[src/rtl/cmp_share_arbiter.sv]
// cmp_share_arbiter: round-robin sharing of one magnitude comparator among NREQ requesters.
// Optional feature macro CMP_ARB_SIGNED_EN selects two's-complement operands (default: unsigned).
module cmp_share_arbiter #(
   parameter int  WIDTH = 4,
   parameter int  NREQ  = 4,
   localparam int IDW   = $clog2(NREQ)
) (
   input  logic                  clk,
   input  logic                  rst_n,
   input  logic [NREQ-1:0]       req_valid,
   input  logic [NREQ*WIDTH-1:0] req_a,
   input  logic [NREQ*WIDTH-1:0] req_b,
   output logic [NREQ-1:0]       req_ready,
   output logic                  rsp_valid,
   input  logic                  rsp_ready,
   output logic [IDW-1:0]        rsp_id,
   output logic                  rsp_greater,
   output logic                  rsp_equal,
   output logic                  rsp_less,
   output logic                  busy
);

   typedef enum logic [1:0] {IDLE, EVAL, RESP} state_t;

   state_t           state;
   logic [IDW-1:0]   rr_ptr;
   logic [IDW-1:0]   id_q;
   logic [WIDTH-1:0] a_q;
   logic [WIDTH-1:0] b_q;
   logic [WIDTH-1:0] cmp_a;
   logic [WIDTH-1:0] cmp_b;
   logic [IDW-1:0]   winner;
   logic [IDW-1:0]   scan_idx;
   logic             found;

   // Shared comparator: {greater, equal, less}
   function automatic logic [2:0] cmp_flags(input logic [WIDTH-1:0] a, input logic [WIDTH-1:0] b);
      return {a > b, a == b, a < b};
   endfunction

`ifdef CMP_ARB_SIGNED_EN
   // Flipping the sign bits maps two's-complement order onto unsigned order.
   localparam logic [WIDTH-1:0] SIGN_BIT = WIDTH'(1) << (WIDTH - 1);
   assign cmp_a = a_q ^ SIGN_BIT;
   assign cmp_b = b_q ^ SIGN_BIT;
`else
   assign cmp_a = a_q;
   assign cmp_b = b_q;
`endif

   // First asserted request at or after rr_ptr, wrapping NREQ-1 -> 0.
   always_comb begin
      found    = 1'b0;
      winner   = '0;
      scan_idx = rr_ptr;
      for (int k = 0; k < NREQ; k++) begin
         if (!found && req_valid[scan_idx]) begin
            found  = 1'b1;
            winner = scan_idx;
         end
         scan_idx = (scan_idx == IDW'(NREQ - 1)) ? '0 : scan_idx + IDW'(1);
      end
   end

   assign req_ready = (rst_n && state == IDLE && found) ? (NREQ'(1) << winner) : '0;
   assign busy      = (state != IDLE);

   always_ff @(posedge clk or negedge rst_n) begin
      if (!rst_n) begin
         state       <= IDLE;
         rr_ptr      <= '0;
         a_q         <= '0;
         b_q         <= '0;
         id_q        <= '0;
         rsp_valid   <= 1'b0;
         rsp_id      <= '0;
         rsp_greater <= 1'b0;
         rsp_equal   <= 1'b0;
         rsp_less    <= 1'b0;
      end else begin
         case (state)
            IDLE: begin
               if (found) begin
                  a_q    <= req_a[winner*WIDTH +: WIDTH];
                  b_q    <= req_b[winner*WIDTH +: WIDTH];
                  id_q   <= winner;
                  rr_ptr <= (winner == IDW'(NREQ - 1)) ? '0 : winner + IDW'(1);
                  state  <= EVAL;
               end
            end
            EVAL: begin
               {rsp_greater, rsp_equal, rsp_less} <= cmp_flags(cmp_a, cmp_b);
               rsp_id    <= id_q;
               rsp_valid <= 1'b1;
               state     <= RESP;
            end
            RESP: begin
               if (rsp_ready) begin
                  rsp_valid   <= 1'b0;
                  rsp_greater <= 1'b0;
                  rsp_equal   <= 1'b0;
                  rsp_less    <= 1'b0;
                  state       <= IDLE;
               end
            end
            default: state <= IDLE;
         endcase
      end
   end

endmodule
[config.mk]
export PLATFORM = sky130hd
export DESIGN_NAME = cmp_share_arbiter
export DESIGN_NICKNAME = d
export VERILOG_FILES = /design/src/rtl/cmp_share_arbiter.sv
export SDC_FILE = /design/constraint.sdc
export NUM_CORES = 1
export LEC_CHECK = 0
export BUFFER_PORTS_ARGS = -buffer_cell sky130_fd_sc_hd__buf_2
export CAP_MARGIN = 20
export CORE_UTILIZATION = 55
export CTS_CLUSTER_DIAMETER = 120
export DETAILED_ROUTE_END_ITERATION = 12
export GPL_TIMING_DRIVEN = 0
export MAX_ROUTING_LAYER = met4
export PLACE_DENSITY = 0.85
export SLEW_MARGIN = 30
export SYNTH_ARGS = -nofsm -noshare
export SYNTH_HDL_FRONTEND = slang
export SYNTH_SLANG_ARGS = --single-unit
[constraint.sdc]
create_clock -name clk -period 6.61 [get_ports clk]
set_clock_uncertainty 0.1 [all_clocks]
set_input_delay 1.983 -clock clk [delete_from_list [all_inputs] [get_ports clk]]
set_output_delay 1.983 -clock clk [all_outputs]
set_load 0.05 [all_outputs]
* After elaboration in Yosys (flattened, before gate mapping)
Cells that the tools add are included.
** Word-level totals
- Flip-flop bits (word level) :: 20
- Input bits :: 39
- Output and inout bits :: 11
- Logic and storage cells :: 75
** Operators by class
- Add/sub/neg operators :: 4
- Magnitude comparators :: 6
- Equal/unequal tests :: 9
- Shifts and indexed selects :: 3
- Muxes and demuxes :: 29
- Reduce and logical (&&, ||, !) cells :: 14
** Operator list (count)
- variable part select 16 x 5 -> 4 bit :: 2
- two-way mux 2 bit :: 10
- less-than comparator 2 x 3 -> 1 bit (second input constant) :: 4
- equality test 2 bit (second input constant) :: 5
- two-way mux 1 bit :: 9
- adder 2 x 1 -> 2 bit (second input constant) :: 4
- binary-select mux 1 bit (select 2 bit) :: 4
- case mux 1 bit (2 select lines) :: 4
- case mux 2 bit (3 select lines) :: 1
- AND reduction 2 bit :: 3
- logical AND 1 bit :: 5
- equality test 4 bit :: 1
- greater-than comparator 4 bit :: 1
- less-than comparator 4 bit :: 1
- two-way mux 4 bit :: 1
- inequality test 2 bit (second input constant) :: 2
- nonzero test 2 bit :: 2
- << shifter 1 x 2 -> 4 bit (first input constant) :: 1
- zero test 1 bit :: 3
- equality test 2 x 1 -> 1 bit (second input constant) :: 1
- zero test 2 bit :: 1

* Depth between registers and ports, before layout
Gate-level depths: netlist of run 1.
- Depth after elaboration :: 14
- Gate-level depth with buffers :: 10
- Gate-level depth less buffers :: 8

* Worst setup path before layout of run 1
Ideal clock, no wire load.
- Path kind :: input -> output
- Start point :: input req_valid[0]
- End point :: output req_ready[3]
- Arrival :: 4.627 ns
- Data required time :: 4.527 ns
- Setup slack :: -0.100 ns
- Stages on the path :: 7
- Path buffers :: 3
- Path through :: buf_2 > nand2b_1 > mux4_2 > o311a_1 > buf_2 > buf_2 > nor3b_1
** On the way
- Longest elaborated chain between the ends :: 14
- Elaborated cells between the ends (all ways) :: 25
- Those cells by class :: 1 x shift; 17 x mux; 7 x reduce/logical
** Ends and longest elaborated chain
- start: declaration :: line 10 : input logic [NREQ-1:0] req_valid,
- binary-select mux 1 bit (select 2 bit) :: line 57 : if (!found && req_valid[scan_idx]) begin
- two-way mux 1 bit (implied by the code) :: line 57
- two-way mux 1 bit :: line 57
- zero test 1 bit :: line 57
- logical AND 1 bit :: line 57
- two-way mux 1 bit :: line 57
- zero test 1 bit :: line 57
- logical AND 1 bit :: line 57
- two-way mux 1 bit :: line 57
- zero test 1 bit :: line 57
- logical AND 1 bit :: line 57
- two-way mux 2 bit or two-way mux 1 bit (tied branches) :: line 57
- << shifter 1 x 2 -> 4 bit or logical AND 1 bit (tied branches) :: line 65 : assign req_ready = (rst_n && state == IDLE && found) ? (NREQ'(1) << winner) : '0;
- two-way mux 4 bit * :: line 65
- end: declaration :: line 13 : output logic [NREQ-1:0] req_ready,
Every way passes the cells marked *; elsewhere a longest branch is shown, timed or not. The select of a mux whose other input is x is not followed.

* Final worst setup path of run 1
Same ends and word-level chain as after synthesis.

==> flow_summary.ini, run 1 <==
[timing]
fmax_mhz = 160
finalCritPeriodShare_pct = 94.7
min_period_ns = 6.26
setup_viol = 0
final_max_slew_viol_count = 0
slew_headroom_pct = 63.1
timing.final.ws_setup_ns = 0.350
hold_viol = 0
tightest_slew_ns = 0.550
tns_ns = 0
rsz0062_at_grt = false

[logic_synthesis]
synthCells = 166
synth_common_cells = dfrtp_1 (20), nand2_1 (15), inv_1 (11), mux2i_1 (11), nor2b_1 (10)
yosys.area.top_type = dfrtp_1
synth.distinct_cells = 40
synthesis.nets = 211
synth.area.top_cells = dfrtp_1 (32%), mux2i_1 (7.0%), ha_1 (4.8%)
yosysMostFrequentCell = dfrtp_1
synth_ff_type = dfrtp_1
avgSynthCellArea_um2 = 9.43
async_reset_ff_share_pct = 100
ys_ff_latch = 20
yosys_warnings = 0
synth_area_um2 = 1570
synth_top_area_share_pct = 32.0
seq_area_frac_synth_pct = 32.0
synth_edf_count = 0

[clock_tree]
clockRootBuffer = clkbuf_4
insertion_delay_ns = 0.30
path_clk_slew_ns = 0.11
cts_hold_buffers = 0
numCtsBuffers = 3
cts.htree.levels = 1
clock-sinks = 20
tritoncts = built
post_cts_buffers = 0
clock_path_buffers = 2
ctsResizeCount = 0

[detailed_routing]
route.detailed.drc = 0
post_drt_wl_per_cell_um = 14.6
routed_via_density = 6.01
ant_nets = 0
initialDrtViolationCount = 51
vias = 1491
finalWirelength_um = 3630
firstDrtPassIters = 4

[placement]
pre_cts_ws_ns = 0.370
gp_congestion = 0.908
port_buffers = 48
dpl_cell_area_um2 = 1850
dp_hpwl_um = 2890
placedCellCount = 244

[global_routing]
grt_pass1_vias = 1381
grt_first_pass_wirelength_um = 6130
track_usage_pct = 25.4
grtUsageMet2_pct = 41.1
grt_max_degree = 24
grt-ovfl-total = 0
grtUsageMet3_pct = 2.58
gr-max-usage-layer = met2
antenna_found_initial = 0
grt_use_met1_pct = 31.7

[outcome]
outcome = finished clean

[job]
maxCapViolations = 0

[floorplanning]
boundaryPins = 50
dieArea_um2 = 3060
die_w_um = 55.3
row_count = 18
fp.dieH_um = 55.3
core_um2 = 2590
initial_core_util_pct = 60.4

[hold_path]
hold_depth = 1
min_path_type = reg -> reg

[power]
total_power_mw = 1.13
irDropWorstVdd_mv = 0.437
power_density_nw_per_um2 = 600
leakage_nw = 0.916

[final_layout]
fin_area_um2 = 1890
final_cell_count_no_fill = 248
nNetsFinal = 264
drive_gt1_share_pct = 36.7
n_antenna_cell = 0
syn_to_final_growth_pct = 20.7
fillers = 198

[setup_path]
worst_ep_required_time_ns = 4.53
end_kind = output port
reg2reg_depth = 10
start_kind = input pin
cp_max_fo = 10
arrival_ns = 4.18
crit_type = in -> out
-- cell usage in the layout (no fill, tap or decap), types with 2 or more instances in the layout --
| master | instances |
|---|---|
| buf_2 | 53 |
| dfrtp_1 | 20 |
| nand2_1 | 15 |
| mux2i_1 | 11 |
| inv_1 | 11 |
| nor2b_1 | 10 |
| a21oi_1 | 7 |
| a221oi_1 | 7 |
| mux2_2 | 6 |
| a31o_1 | 6 |
| ha_1 | 6 |
| nand2b_1 | 5 |
| o21ai_1 | 5 |
| clkbuf_1 | 4 |
| a221oi_2 | 4 |
| o22ai_1 | 4 |
| buf_6 | 3 |
| nand3_1 | 3 |
| nor2_1 | 3 |
| clkbuf_4 | 3 |
| mux4_2 | 2 |
| or2_1 | 2 |
| o2111ai_1 | 2 |
| a21o_1 | 2 |
| nand4_1 | 2 |
| o21a_1 | 2 |
| o21ai_0 | 2 |
| a31o_2 | 2 |
-- report_power, final --
part | switching (mW) | leakage (nW) | internal [mW] | total, mW
combinational | 0.500 | 0.653 | 0.330 | 0.831
clock | 0.0371 | 0.0210 | 0.0336 | 0.0707
sequential | 0.0424 | 0.241 | 0.189 | 0.231
-- worst paths after layout --
| check | startpoint | slack (ns) | to |
|---|---|---|---|
| min in group asynchronous | rst_n | 1.52 | id_q[0]$_DFFE_PN0P_ |
| setup / recovery | req_valid[0] | 0.35 | req_ready[3] |
| hold / removal | id_q[0]$_DFFE_PN0P_ | 0.41 | id_q[0]$_DFFE_PN0P_ |
| max in group asynchronous | rst_n | 4.58 | b_q[1]$_DFFE_PN0P_ |
| hold reg to reg | id_q[0]$_DFFE_PN0P_ | 0.41 | id_q[0]$_DFFE_PN0P_ |
| setup reg to reg | rr_ptr[1]$_DFFE_PN0P_ | 3.48 | b_q[3]$_DFFE_PN0P_ |
-- worst max-delay path: stages --
cell and delay (ns):
buf_2 0.15, mux4_2 0.53, a21o_1 0.22, o21ai_1 0.47, inv_1 0.13, clkbuf_1 0.24
nand2_1 0.17, nor3b_2 0.06, buf_2 0.21
-- per-layer routing --
| layer | part of all wire (%) | wire [um] | up-vias |
|---|---|---|---|
| li1 | - | - | 720 |
| met1 | 42 | 1510 | 706 |
| met2 | 52 | 1880 | 54 |
| met3 | 4.0 | 146 | 11 |
| met4 | 2.6 | 95 | 0 |
| met5 | 0 | 0 | - |
-- registers in the layout (all words and copies together), names as in the netlist --
| register | cells |
|---|---|
| rsp_valid | 1 |
| rsp_id | 2 |
| b_q | 4 |
| state | 2 |
| a_q | 4 |
| id_q | 2 |
| rsp_less | 1 |
| rr_ptr | 2 |
| rsp_equal | 1 |
| rsp_greater | 1 |
-- logic make-up after synthesis --
kind of cell	synth area share [%]
AND/OR/NAND/NOR	17.1
adder cells (fa/ha/maj)	4.80
flip-flops	32.0
buffers and inverters	7.67
multiplexers	14.9
AO/OA/AOI/OAI	23.5
-- per-stage QoR --
| stage | hold slack (ns) | util [%] |
|---|---|---|
| finish | 0.408 | 72.9 |
| global placement | 0.370 | 71.5 |
| global route | 0.434 | 72.9 |
| detailed placement | 0.389 | 71.5 |
| CTS | 0.414 | 72.9 |
| floorplan | 0.359 | - |
-- area by class of cell --
| cell class | count | area [um2] | area share [%] |
|---|---|---|---|
| multi-input combinational | 122 | 955 | 50.5 |
| buffer | 13 | 78.8 | 4.17 |
| clock buffer | 4 | 36.3 | 1.92 |
| sequential | 20 | 500 | 26.5 |
| inverter | 11 | 41.3 | 2.19 |
| timing repair buffer | 48 | 240 | 12.7 |
| tap | 30 | 37.5 | 1.99 |
Note: power is estimated with default switching activity, not from simulation.
==> run 2: changes to the inputs <==
--- a/config.mk
+++ b/config.mk
@@ -13,6 +13,7 @@
 export GPL_TIMING_DRIVEN = 0
 export MAX_ROUTING_LAYER = met4
 export PLACE_DENSITY = 0.85
+export RECOVER_POWER = 50
 export SLEW_MARGIN = 30
 export SYNTH_ARGS = -nofsm -noshare
 export SYNTH_HDL_FRONTEND = slang
==> run 2 against run 1 <==
Against the previous run: via count shrank 0.13%; worst hold slack is essentially flat; highest routed layer unchanged; first-iteration DRC count is the same; maximum frequency shrank 0.15%; wire length is essentially flat; non-clock buffer count is the same; flip-flop and latch count is the same; global-route usage is the same; clock power is essentially flat; largest cell class unchanged.
==> flow_summary.ini, run 2 (synthesis gave the netlist of run 1 again) <==
[detailed_routing]
vias = 1489
routed_via_density = 6.00
route.detailed.drc = 0
initialDrtViolationCount = 51
firstDrtPassIters = 4
finalWirelength_um = 3630
ant_nets = 0
post_drt_wl_per_cell_um = 14.6

[floorplanning]
row_count = 18
core_um2 = 2590
die_w_um = 55.3
dieArea_um2 = 3060
initial_core_util_pct = 60.4
boundaryPins = 50
fp.dieH_um = 55.3

[timing]
tightest_slew_ns = 1.11
min_period_ns = 6.27
hold_viol = 0
setup_viol = 0
tns_ns = 0
rsz0062_at_grt = false
fmax_mhz = 160
slew_headroom_pct = 25.8
finalCritPeriodShare_pct = 94.8
final_max_slew_viol_count = 0

[global_routing]
grt_first_pass_wirelength_um = 6130
grt-ovfl-total = 0
grt_pass1_vias = 1381
track_usage_pct = 25.4
antenna_found_initial = 0
grt_max_degree = 24

[placement]
gp_congestion = 0.908
port_buffers = 48
dp_hpwl_um = 2890

[setup_path]
r2r_slack_ns = 3.48
rr_endpoint = b_q[3]$_DFFE_PN0P_
cp.depth = 9
cpMaxStageDelayCell = mux4_2
crit_chain = buf_2 > mux4_2 > a21o_1 > o21ai_1 > inv_1 > clkbuf_1 > nand2_1 > nor3b_2 > buf_2
max_stage_delay_ns = 0.53
cp_max_fo = 10
worst_ep_required_time_ns = 4.53
crit_buf_inv = 4
arrival_ns = 4.19
crit_type = in -> out
cp_top_family = buffers and inverters
reg2reg_depth = 10
r2r_start = rr_ptr[1]$_DFFE_PN0P_
cpMostUsedCell = buf_2
end_kind = output port
start_kind = input pin

[clock_tree]
ctsResizeCount = 0
numCtsBuffers = 3
clock-sinks = 20
path_clk_slew_ns = 0.11
clock_path_buffers = 2
cts.htree.levels = 1
post_cts_buffers = 0
clockRootBuffer = clkbuf_4
insertion_delay_ns = 0.30
tritoncts = built
cts_hold_buffers = 0

[hold_path]
min_from = id_q[0]$_DFFE_PN0P_
whs_endpoint = id_q[0]$_DFFE_PN0P_
min_path_type = reg -> reg
hold_depth = 1

[power]
irDropWorstVdd_mv = 0.438
total_power_mw = 1.13
leakage_nw = 0.910
power_density_nw_per_um2 = 600

[final_layout]
post-route-util_pct = 72.9
fillers = 200
mostFrequentLayoutCell = buf_2
syn_to_final_growth_pct = 20.5
n_antenna_cell = 0
seqCellArea_um2 = 500
drive_gt1_share_pct = 35.8
multi_input_area_um2 = 955
final_cell_mix = buf_2 (51), dfrtp_1 (20), nand2_1 (15)
top_regs = a_q: 4 flops, b_q: 4 flops
nNetsFinal = 264

[job]
maxCapViolations = 0

[outcome]
outcome = finished clean
run 2: cell types whose count changed in the layout (fill, tap and decap cells not counted), sizes merged:
cell    before  now
buf         56   54
clkbuf       9   11
run 2: how the worst max path moves through the flow:
stage / start / to / slack, ns
2_1_floorplan: req_valid[0] / req_ready[3] / 0.39
3_3_place_gp: req_valid[0] / req_ready[2] / 0.42
3_5_place_dp: req_valid[0] / req_ready[2] / 0.37
4_1_cts: req_valid[3] / req_ready[3] / 0.36
5_1_grt: req_valid[0] / req_ready[3] / 0.17
6_report: req_valid[0] / req_ready[3] / 0.34
run 2: area by class of cell:
cell class                 count  area share [%]
clock buffer                   4            1.92
timing repair buffer          48            12.6
tap                           30            1.99
multi-input combinational    122            50.6
inverter                      11            2.19
sequential                    20            26.5
buffer                        13            4.18
run 2: where the power goes:
| part | switching [mW] | total [mW] | internal, mW |
|---|---|---|---|
| combinational | 0.500 | 0.831 | 0.330 |
| clock | 0.0371 | 0.0707 | 0.0336 |
| sequential | 0.0425 | 0.231 | 0.189 |
run 2: stage by stage:
step / instance area (um2) / setup WS, ns / instances / hold slack (ns)
global route: 1890 / 0.166 / 248 / 0.434
detailed placement: 1850 / 0.370 / 244 / 0.389
global placement: 1850 / 0.424 / 244 / 0.370
floorplan: 1580 / 0.389 / 166 / 0.359
finish: 1890 / 0.341 / 248 / 0.407
CTS: 1890 / 0.364 / 248 / 0.414
run 2: routing by layer:
layer	vias up	routed length, um	global-route usage [%]
met5	-	0	-
met4	0	94	12.5
met3	11	148	2.58
met2	54	1870	41.1
met1	704	1520	31.7
li1	720	-	-
==> run 3: changes to the inputs <==
--- a/config.mk
+++ b/config.mk
@@ -11,6 +11,7 @@
 export CTS_CLUSTER_DIAMETER = 120
 export DETAILED_ROUTE_END_ITERATION = 12
 export GPL_TIMING_DRIVEN = 0
+export HOLD_SLACK_MARGIN = 0.12
 export MAX_ROUTING_LAYER = met4
 export PLACE_DENSITY = 0.85
 export RECOVER_POWER = 50
==> constraint.sdc (replaced) <==
create_clock -name clk -period 6.61 [get_ports clk]
set_clock_uncertainty 0.1 [all_clocks]
set_input_delay 0.661 -clock clk [delete_from_list [all_inputs] [get_ports clk]]
set_output_delay 0.661 -clock clk [all_outputs]
set_load 0.05 [all_outputs]
==> run 3 against run 2 <==
Against the previous run: combinational power decreased by 1%; sequential power about the same; register-to-register slack about the same; die area unchanged; critical path depth increased by 1; global-route usage increased by 0.15 points; maximum frequency increased by 51%; critical endpoint is now req_ready[2].
==> flow_summary.ini, run 3 (synthesis gave the netlist of run 1 again) <==
[detailed_routing]
firstDrtPassIters = 4
post_drt_wl_per_cell_um = 14.6
route.detailed.drc = 0
ant_nets = 0
initialDrtViolationCount = 43
routed_via_density = 5.93
finalWirelength_um = 3590
vias = 1464

[placement]
port_buffers = 48
gp_congestion = 0.924
dp_hpwl_um = 2890

[final_layout]
drive_gt1_share_pct = 35.0
syn_to_final_growth_pct = 19.1
post-route-util_pct = 72.0
fillers = 196
n_antenna_cell = 0
final_cell_mix = buf_2 (52), dfrtp_1 (20), nand2_1 (15)
top_regs = a_q: 4 flops, b_q: 4 flops
nNetsFinal = 264
mostFrequentLayoutCell = buf_2

[clock_tree]
tritoncts = built
path_clk_slew_ns = 0.10
numCtsBuffers = 3
cts_hold_buffers = 0
cts.htree.levels = 1
clockRootBuffer = clkbuf_4
clock-sinks = 20
clock_path_buffers = 2
insertion_delay_ns = 0.29
post_cts_buffers = 0
ctsResizeCount = 0

[setup_path]
arrival_ns = 3.39
start_kind = flip-flop
worst_ep_required_time_ns = 5.85
reg2reg_depth = 9
crit_type = reg -> out
end_kind = output port
cp_max_fo = 10

[timing]
tightest_slew_ns = 1.16
min_period_ns = 4.15
fin_hold_ws_ns = 0.402
tns_ns = 0
setup_viol = 0
final_max_slew_viol_count = 0
hold_viol = 0
slew_headroom_pct = 22.7
finalCritPeriodShare_pct = 62.8
fmax_mhz = 241
rsz0062_at_grt = false

[floorplanning]
core_um2 = 2590
dieArea_um2 = 3060
die_w_um = 55.3
boundaryPins = 50
fp.dieH_um = 55.3
initial_core_util_pct = 60.4
row_count = 18

[hold_path]
hold_depth = 1
min_path_type = reg -> reg

[global_routing]
grt_max_degree = 24
grt_first_pass_wirelength_um = 6260
track_usage_pct = 25.6
grt_pass1_vias = 1486
antenna_found_initial = 0
grt-ovfl-total = 0

[outcome]
outcome = finished clean

[power]
power_density_nw_per_um2 = 594
leakage_nw = 0.903
irDropWorstVdd_mv = 0.491

[job]
maxCapViolations = 0
run 3: cell count changes in the layout (fill, tap and decap cells not counted), sizes merged:
cell	delta
buf	+1
clkbuf	-2
run 3: layer usage:
layer	track usage, %	up-vias	wire length, um
met1	31.1	694	1540
met2	45.3	49	1890
met4	7.14	0	37
met5	-	-	0
li1	-	714	-
met3	2.11	7	132
run 3: power by group:
group	leakage (nW)	switching [mW]	internal (mW)
combinational	0.648	0.493	0.328
sequential	0.241	0.0433	0.189
clock	0.0138	0.0340	0.0212
total	0.903	0.570	0.538
run 3: final timing paths:
kind,from,end,slack (ns)
max in group asynchronous,rst_n,rsp_greater$_DFFE_PN0P_,5.25
hold / removal,id_q[0]$_DFFE_PN0P_,id_q[0]$_DFFE_PN0P_,0.40
min in group asynchronous,rst_n,a_q[3]$_DFFE_PN0P_,0.47
hold reg to reg,id_q[0]$_DFFE_PN0P_,id_q[0]$_DFFE_PN0P_,0.40
setup / recovery,rr_ptr[1]$_DFFE_PN0P_,req_ready[2],2.46
setup reg to reg,rr_ptr[1]$_DFFE_PN0P_,b_q[1]$_DFFE_PN0P_,3.47
run 3: final cells by class:
cell class / count / area (um2) / area share, %
Buffer: 13 / 78.8 / 4.23
Clock buffer: 3 / 22.5 / 1.21
Inverter: 11 / 41.3 / 2.21
Multi-Input combinational cell: 122 / 945 / 50.7
Sequential cell: 20 / 500 / 26.8
Tap cell: 30 / 37.5 / 2.01
Timing Repair Buffer: 48 / 239 / 12.8
run 3: critical path, cell delays in order (launching register included):
cell	delay [ns]
dfrtp_1	0.49
ha_1	0.31
buf_2	0.20
mux2_1	0.36
or2_1	0.24
a21o_1	0.21
o21ai_1	0.46
inv_1	0.15
clkbuf_1	0.25
and3_1	0.23
buf_2	0.21
run 3: through the flow:
step / std cells / instance area (um2) / power, mW / worst slack, ns
floorplan: 166 / 1570 / 0.879 / 2.44
global placement: 244 / 1840 / 1.01 / 2.91
detailed placement: 244 / 1840 / 1.05 / 2.81
CTS: 247 / 1870 / 1.11 / 2.47
global route: 247 / 1860 / 1.20 / 2.17
finish: 247 / 1860 / 1.11 / 2.46
